<file path="src/rtl/bf_result_streamer.sv">
// Streams bellmanford Output Memory distances over valid/ready and counts reachable nodes.
// Optional build macro: SKIP_UNREACHABLE_EN (unreachable non-last entries are not presented).
module bf_result_streamer #(
  parameter int NUM_NODES = 8192,
  parameter int AW        = 13,
  parameter int DW        = 16
) (
  input  logic          clock,
  input  logic          reset,
  input  logic          Finish,
  input  logic          NegCycle,
  output logic [AW-1:0] OMAR,
  input  logic [DW-1:0] OMDR,
  output logic          out_valid,
  input  logic          out_ready,
  output logic [DW-1:0] out_data,
  output logic [AW-1:0] out_index,
  output logic          out_unreach,
  output logic          out_neg,
  output logic          out_last,
  output logic          busy,
  output logic          done,
  output logic [AW:0]   reach_count
);

  localparam logic [AW-1:0] LAST_IDX = AW'(NUM_NODES - 1);
  localparam logic [AW:0]   MAX_CNT  = (AW+1)'(NUM_NODES);
  localparam logic [DW-1:0] UNREACH  = '1;
  localparam logic [DW-1:0] NEG_WORD = {1'b1, {(DW-1){1'b0}}};

  typedef enum logic [2:0] {IDLE, FETCH, SEND, NEG, DONE} state_t;

  state_t        state, state_nxt;
  logic          finish_q, neg_q;
  logic          start_f, start_n, hs, idx_last;
  logic          begin_run, abort, skip;
  logic [AW-1:0] idx;

  assign start_f  = Finish & ~finish_q;
  assign start_n  = NegCycle & ~neg_q;
  assign hs       = out_valid & out_ready;
  assign idx_last = (idx == LAST_IDX);
  assign OMAR     = idx;
  assign busy     = (state != IDLE) && (state != DONE);
  assign done     = (state == DONE);

  always_comb begin
    state_nxt = state;
    begin_run = 1'b0;
    abort     = 1'b0;
    skip      = 1'b0;
`ifdef SKIP_UNREACHABLE_EN
    skip      = (OMDR == UNREACH) && !idx_last;
`endif
    case (state)
      IDLE, DONE: begin
        // negative cycle wins when both edges land together
        if (start_n) begin
          state_nxt = NEG;
          begin_run = 1'b1;
        end else if (start_f) begin
          state_nxt = FETCH;
          begin_run = 1'b1;
        end
      end
      FETCH: begin
        if (start_n) begin
          state_nxt = NEG;
          abort     = 1'b1;
        end else if (!skip) begin
          state_nxt = SEND;
        end
      end
      SEND: begin
        if (start_n) begin
          state_nxt = NEG;
          abort     = 1'b1;
        end else if (hs) begin
          state_nxt = out_last ? DONE : FETCH;
        end
      end
      NEG:     if (hs) state_nxt = DONE;
      default: state_nxt = IDLE;
    endcase
  end

  always_ff @(posedge clock) begin
    if (reset) begin
      state       <= IDLE;
      finish_q    <= 1'b0;
      neg_q       <= 1'b0;
      idx         <= '0;
      out_valid   <= 1'b0;
      out_data    <= '0;
      out_index   <= '0;
      out_unreach <= 1'b0;
      out_neg     <= 1'b0;
      out_last    <= 1'b0;
      reach_count <= '0;
    end else begin
      state    <= state_nxt;
      finish_q <= Finish;
      neg_q    <= NegCycle;
      if (begin_run) begin
        idx         <= '0;
        reach_count <= '0;
      end
      case (state)
        FETCH: begin
          if (abort) begin
            out_valid <= 1'b0;
          end else if (skip) begin
            idx <= idx + 1'b1;
          end else begin
            out_data    <= OMDR;
            out_index   <= idx;
            out_unreach <= (OMDR == UNREACH);
            out_neg     <= 1'b0;
            out_last    <= idx_last;
            out_valid   <= 1'b1;
          end
        end
        SEND: begin
          // an abort drops the pending word without counting it
          if (abort) begin
            out_valid <= 1'b0;
          end else if (hs) begin
            out_valid <= 1'b0;
            if (!out_unreach && (reach_count < MAX_CNT))
              reach_count <= reach_count + 1'b1;
            if (!out_last)
              idx <= idx + 1'b1;
          end
        end
        NEG: begin
          if (hs) begin
            out_valid <= 1'b0;
          end else begin
            out_valid   <= 1'b1;
            out_data    <= NEG_WORD;
            out_index   <= '0;
            out_unreach <= 1'b0;
            out_neg     <= 1'b1;
            out_last    <= 1'b1;
          end
        end
        default: ;
      endcase
    end
  end

endmodule

</file>
<file path="config.mk">
export PLATFORM = sky130hd
export DESIGN_NAME = bf_result_streamer
export DESIGN_NICKNAME = d
export VERILOG_FILES = /design/src/rtl/bf_result_streamer.sv
export SDC_FILE = /design/constraint.sdc
export NUM_CORES = 1
export LEC_CHECK = 0
export ABC_AREA = 1
export BUFFER_PORTS_ARGS = -buffer_cell sky130_fd_sc_hd__buf_4
export CORE_MARGIN = 8
export CORE_UTILIZATION = 45
export DETAILED_ROUTE_END_ITERATION = 12
export GPL_TIMING_DRIVEN = 0
export PLACE_DENSITY = 0.76
export SYNTH_ARGS = -nofsm -noshare
export SYNTH_HDL_FRONTEND = slang
export SYNTH_SLANG_ARGS = --single-unit
</file>
<file path="constraint.sdc">
create_clock -name clock -period 1.7 [get_ports clock]
set_clock_uncertainty 0.05 [all_clocks]
set_input_delay 0.17 -clock clock [delete_from_list [all_inputs] [get_ports clock]]
set_output_delay 0.17 -clock clock [all_outputs]
set_load 0.02 [all_outputs]
</file>
==> summary.txt, run 1 <==
Run status
  – Status: completed

STA
  – Slew @ Worst Pin: between 0.5 and 0.6 ns
  – Worst slew margin: 0.630
  – Final hold viol count: 0
  – Total negative setup slack: 0 ns
  – Max-slew violations: 0
  – Final min period: about 1.6 ns
  – Fmax: 0.635 GHz
  – Setup violators final: 0
  – Final Cycle Share: 0.926
  – Final worst slack: roughly 0.13 ns

Global route
  – Overall global routing resource usage: 0.187
  – Vias in the first global route: 3191
  – Initial antenna violation count: 0
  – Largest net degree at the start of global routing: 13
  – Total congestion overflow: 0
  – First-pass GRT wire length: around 15000 um

Routing
  – Residual DRC: 0
  – Vias per cell: 5.02
  – DR vias: ~3.4k
  – DRT iter0 DRCs: roughly 160
  – First drt pass iteration count: 5
  – Final wirelength: approximately 9000 um
  – Final ANT Viol Nets: 0
  – Routed len/inst: ~14 um

Place
  – Port-buffer cells: a little over 80
  – GPL Wtd Cong: around 0.9
  – HPWL Detailed: ~6700 um
  – Post-Place Worst Slack: between 0.03 and 0.04 ns

Floorplan
  – Initial Utilization: 0.467
  – Die Height: ~100 um
  – Die width: between 100 and 150 um
  – Area of the die: ~10000 sq um
  – Core box area: 6830 sq um
  – IO Pins: 83
  – Num rows: 30

Hold path
  – Hold Path Origin: NegCycle
  – Hold Crit Class: in2reg

CTS
  – Worst-Skew Late Latency: about 0.35 ns
  – Total CTS buffers: 9
  – Root buf cell: clkbuf_8
  – CTS max path bufs: 2
  – Clk sinks: 65
  – Clock transition at the registers of the reported paths: around 0.070 ns
  – H-tree levels: 3
  – CTS tree: done

Synth
  – Syn Nets: roughly 500
  – Main area contributors after synthesis: dfxtp_1, nand2_1, a21oi_1
  – Synth area leader: dfxtp_1
  – Synthesized flop and latch total: 65
  – Avg Inst Size Synth: between 6 and 7 sq um
  – Area share of the largest cell type after synthesis: 0.408
  – Synth Cell Area: between 3000 and 4000 sq um
  – Post-Syn Instances: ~480
  – Register area share after synthesis: 0.408
  – Distinct cells, synth: 31
  – Ys Warns: 0

Power and ir drop
  – Peak supply drop: between 0.4 and 0.5 mV
  – P_sw: 1.68 mW
  – Pwr/cell area: 1060 nW/um^2
  – Combinational Power Share: 0.330
  – Lkg Pwr: roughly 1.8 nW
  – Clock group share of total power: 0.273
  – Seq pwr share: 0.397
  – Pint: ~2.7 mW
  – Switching part of the total: 0.379

Final layout
  – Final net count: 593
  – Share of layout cells above drive strength 1: 0.245
  – ANT cells: 0
  – Syn-to-layout area delta: 31.0%

Critical path
  – Slowest stage delay, CP: 0.53 ns
  – Setup CP Type: in2reg
  – Delay-heaviest family, CP: buffers and inverters
  – Worst-path cell chain: dlygate4sd3_1 > buf_4 > nand2_1 > nand2_1 > nand2_1 > clkbuf_4 > nand2_1 > a21oi_1 > nand2_1 > inv_1
  – Crit-path max FO: 10
  – Critical Path Sink Type: flop
  – Worst EP arrival: roughly 1.8 ns
  – Most used cell along the critical path: nand2_1
  – Worst path bufs/invs: 4
  – Worst R2R Start: state[2]
  – Critical path required time: about 1.9 ns
  – Crit-path slowest cell: dlygate4sd3_1
  – CP Launch Point: Finish
  – CP startpoint kind: primary input

Flow run
  – Max Cap Viol: 0
==> worst paths after layout <==
check                    endpoint  slack [ns]  cells past startpoint
setup / recovery  reach_count[11]        0.13                     10
hold / removal              neg_q        0.02                      3
setup reg to reg          OMAR[7]        0.14                      9
hold reg to reg      out_data[15]        0.41                      2
==> registers in the layout, summed over array words and instances, names as in the netlist <==
register,flops
out_data,16
reach_count,14
OMAR,13
out_index,13
state,3
finish_q,1
neg_q,1
out_last,1
out_neg,1
out_unreach,1
out_valid,1
==> layout by cell type, fill, tap and decap left out, drive strengths merged <==
master and count:
xor2 2, clkinv 4, buf 93, nand3b 1, nand4 8, clkinvlp 2, ha 2, o211ai 1
a21oi 45, clkbuf 15, dlygate4sd3 1, o21bai 2, dfxtp 65, a31oi 2, o21a 2, o21ai 26
nand3 22, nor2 67, nand2 154, inv 48, nor4 1, nor3 12
==> logic make-up (layout without fill, tap and decap cells) <==
family,count (synthesis),after routing,synth area share
buf+inv,63,163,0.0910
xor+xnor,2,2,0.00549
simple gates,265,265,0.356
flops,65,65,0.408
compound gates,78,78,0.132
fa+ha+maj,2,2,0.00784
==> power by group through the flow <==
stage	clock, mW	combinational [mW]	sequential, mW
global placement	0	1.36	1.78
floorplan	0	0.812	1.88
finish	1.21	1.46	1.76
global route	1.30	1.61	1.77
CTS	1.22	1.39	1.75
detailed placement	0	1.37	1.79
==> Yosys cell counts (all sizes together) <==
| library cell | count |
|---|---|
| o21bai | 2 |
| nand3b | 1 |
| nand4 | 8 |
| clkinv | 1 |
| nor4 | 1 |
| a21oi | 45 |
| ha | 2 |
| xor2 | 2 |
| dfxtp | 65 |
| clkbuf | 4 |
| o21ai | 26 |
| nand2 | 154 |
| nor3 | 12 |
| o21a | 2 |
| buf | 11 |
| nor2 | 67 |
| a31oi | 2 |
| o211ai | 1 |
| inv | 47 |
| nand3 | 22 |
==> what timing repair did <==
item,in CTS,in global routing
gates resized for setup,0,15
endpoints found under the setup margin,0,15
buffers inserted,0,1
hold endpoints to repair,1,0
hold buffers,1,0
==> metal layers <==
layer | track usage | routed length [um] | up-vias
met1 | 0.222 | 4180 | 1520
met3 | 0.0554 | 634 | 14
met5 | 0 | 0 | -
met4 | 0.0767 | 159 | 0
li1 | - | - | 1714
met2 | 0.309 | 4220 | 118
==> worst min-delay path, delay by kind of cell <==
family | cells | cell delay, ns
buffers and inverters | 2 | 0.13
and+or+nand+nor | 1 | 0.08
==> through the flow <==
step | cells | area (sq um) | hold slack [ns] | utilization | power, mW
after floorplan | 475 | 3190 | 0.227 | - | 2.69
after CTS | 670 | 4120 | 0.00816 | 0.602 | 4.36
after global placement | 653 | 3930 | 0.331 | 0.575 | 3.14
final | 671 | 4180 | 0.0191 | 0.612 | 4.43
after global routing | 671 | 4180 | 0.0230 | 0.612 | 4.67
after detailed placement | 653 | 3930 | 0.340 | 0.575 | 3.16
==> area by class of cell <==
cell class / instances / area [sq um]
Sequential cell: 65 / 1310
Inverter: 48 / 180
Timing Repair Buffer: 84 / 646
Tap cell: 96 / 120
Multi-Input combinational cell: 347 / 1630
Fill cell: 672 / 2650
Buffer: 15 / 116
Clock inverter: 6 / 42.5
Clock buffer: 10 / 138
Note: power is estimated with default switching activity, not from simulation.
==> run 2, diff against run 1 <==
--- a/config.mk
+++ b/config.mk
@@ -11,7 +11,7 @@
 export CORE_UTILIZATION = 45
 export DETAILED_ROUTE_END_ITERATION = 12
 export GPL_TIMING_DRIVEN = 0
-export PLACE_DENSITY = 0.76
+export PLACE_DENSITY = 0.78
 export SYNTH_ARGS = -nofsm -noshare
 export SYNTH_HDL_FRONTEND = slang
 export SYNTH_SLANG_ARGS = --single-unit
==> constraint.sdc (replaced) <==
create_clock -name clock -period 1.32 [get_ports clock]
set_clock_uncertainty 0.05 [all_clocks]
set_input_delay 0.132 -clock clock [delete_from_list [all_inputs] [get_ports clock]]
set_output_delay 0.132 -clock clock [all_outputs]
set_load 0.02 [all_outputs]
==> summary.txt, run 2 (same netlist as run 1, synthesis figures left out) <==
Critical path
  – Setup CP Type: reg2reg
  – R2r worst-path depth: 9
  – Worst R2R Start: state[2]
  – Setup slack, reg-to-reg: -0.12 ns
  – Critical Path Sink Type: flop
  – Destination of the critical timing path: OMAR[6]
  – Crit-path max FO: 5
  – Worst R2R End: OMAR[6]
  – Critical path required time: about 1.5 ns
  – Worst EP arrival: roughly 1.6 ns
  – CP Launch Point: state[2]
  – CP startpoint kind: flop

Final layout
  – Largest Register: out_data
  – Commonest non-fill, non-tap cell in the layout: nand2_1
  – Biggest regs: out_data (16), reach_count (14)
  – Largest register FFs: 16
  – Area of the multi-input gates: roughly 2000 sq um
  – Fill count: about 520
  – Share of layout cells above drive strength 1: 0.420
  – ANT cells: 0
  – Final Instance Area: a little under 5000 sq um
  – Highest-count cells in the layout ignoring fill and taps: nand2_1, buf_4, dfxtp_1, nor2_1, inv_1
  – Register area: ~1300 sq um
  – Syn-to-layout area delta: 52.1%
  – Final std cells w/o fill: ~700
  – Final net count: between 600 and 700
  – Final core utilization: 0.710

STA
  – Final min period: between 1 and 1.5 ns
  – Total negative setup slack: -4.13 ns
  – Max-slew violations: 0
  – Final hold viol count: 0
  – Final hold slack: ~0.0076 ns
  – Worst slew margin: 0.566
  – Slew @ Worst Pin: roughly 0.65 ns
  – Final worst slack: -0.118 ns
  – Unrepaired setup endpoints after global routing: yes
  – Setup violators final: 62
  – Final Cycle Share: 1.09
  – Fmax: 0.695 GHz

Floorplan
  – Initial Utilization: 0.467
  – Die width: about 100 um
  – IO Pins: 83
  – Die Height: 100 um
  – Num rows: 30
  – Core box area: about 6800 sq um
  – Area of the die: ~10000 sq um

Place
  – Post-Place Worst Slack: -0.227 ns
  – Placement Cell Area: 4010 sq um
  – GPL Wtd Cong: 0.870
  – Port-buffer cells: 82
  – HPWL Detailed: a little under 7000 um
  – Inst Count DP: between 600 and 700

Routing
  – Vias per cell: about 5.2
  – Final wirelength: between 10000 and 15000 um
  – First drt pass iteration count: 5
  – Routed len/inst: around 15 um
  – Residual DRC: 0
  – DR vias: 3632
  – DRT iter0 DRCs: around 200
  – Final ANT Viol Nets: 0

Global route
  – Largest net degree at the start of global routing: 13
  – Total congestion overflow: 0
  – Initial antenna violation count: 0
  – Vias in the first global route: about 3.4k
  – Overall global routing resource usage: 0.194
  – First-pass GRT wire length: 15900 um

Flow run
  – Max Cap Viol: 0

Run status
  – Status: finished with violations
  – Failing checks: setup timing

CTS
  – Root buf cell: clkbuf_8
  – Total CTS buffers: 9
  – Clk sinks: 65
  – H-tree levels: 3
  – CTS tree: done
  – CTS max path bufs: 2
  – Worst-Skew Late Latency: 0.35 ns
  – Clock transition at the registers of the reported paths: around 0.080 ns

Power and ir drop
  – Peak supply drop: roughly 0.65 mV
  – PnR Total Power: 6.68 mW
  – Pwr/cell area: between 1000 and 1500 nW/um^2
  – Lkg Pwr: 1.97 nW

Hold path
  – Hold Crit Class: in2reg
==> run 2: worst min-delay path by stage <==
stage	from	endpoint	slack (ns)	depth (start not counted)
6_report	OMDR[14]	out_data[14]	0.008	3
3_3_place_gp	Finish	finish_q	0.29	3
3_5_place_dp	Finish	finish_q	0.33	3
5_1_grt	OMDR[9]	out_data[9]	0.008	3
4_1_cts	OMDR[3]	out_data[3]	0.00003	3
2_1_floorplan	Finish	finish_q	0.19	2
==> run 2: area by class of cell <==
class	count	share of cell area
plain buffers	15	0.0273
clock buffers	9	0.0255
clock inverters	7	0.0193
inverters	48	0.0384
multi-input cells	347	0.405
flip-flops and latches	65	0.277
well taps	96	0.0248
repair buffers	111	0.183
==> run 2: layer usage <==
layer,part of all wire,track usage,up-vias
met5,0,0,-
met4,0.021,0.0744,0
met3,0.075,0.0512,24
met2,0.48,0.332,155
met1,0.42,0.226,1679
li1,-,-,1774
==> run 2: report_power, final <==
group	total [mW]	switching [mW]	internal, mW	leakage [nW]
logic	2.46	1.49	0.971	1.33
registers	2.33	0.191	2.14	0.537
clock network	1.89	0.826	1.06	0.103
total	6.68	2.51	4.17	1.97
==> run 2: critical path: stages (launching register included) <==
cell and delay [ns]:
dfxtp_4 0.37, inv_4 0.07, nand2_2 0.06, nor2_4 0.09, nand2_2 0.07, nor2_4 0.17, nand2_4 0.12, clkbuf_16 0.18
o21ai_2 0.12, a21oi_2 0.05
==> run 2: what timing repair did <==
| item | in CTS | in global routing |
|---|---|---|
| setup endpoints to repair | 64 | 66 |
| cloned | 2 | 1 |
| pin swaps | 19 | 25 |
| setup buffers | 12 | 9 |
| endpoints found under the hold margin | 5 | 0 |
| hold buffers | 5 | 0 |
| resized for setup | 49 | 82 |
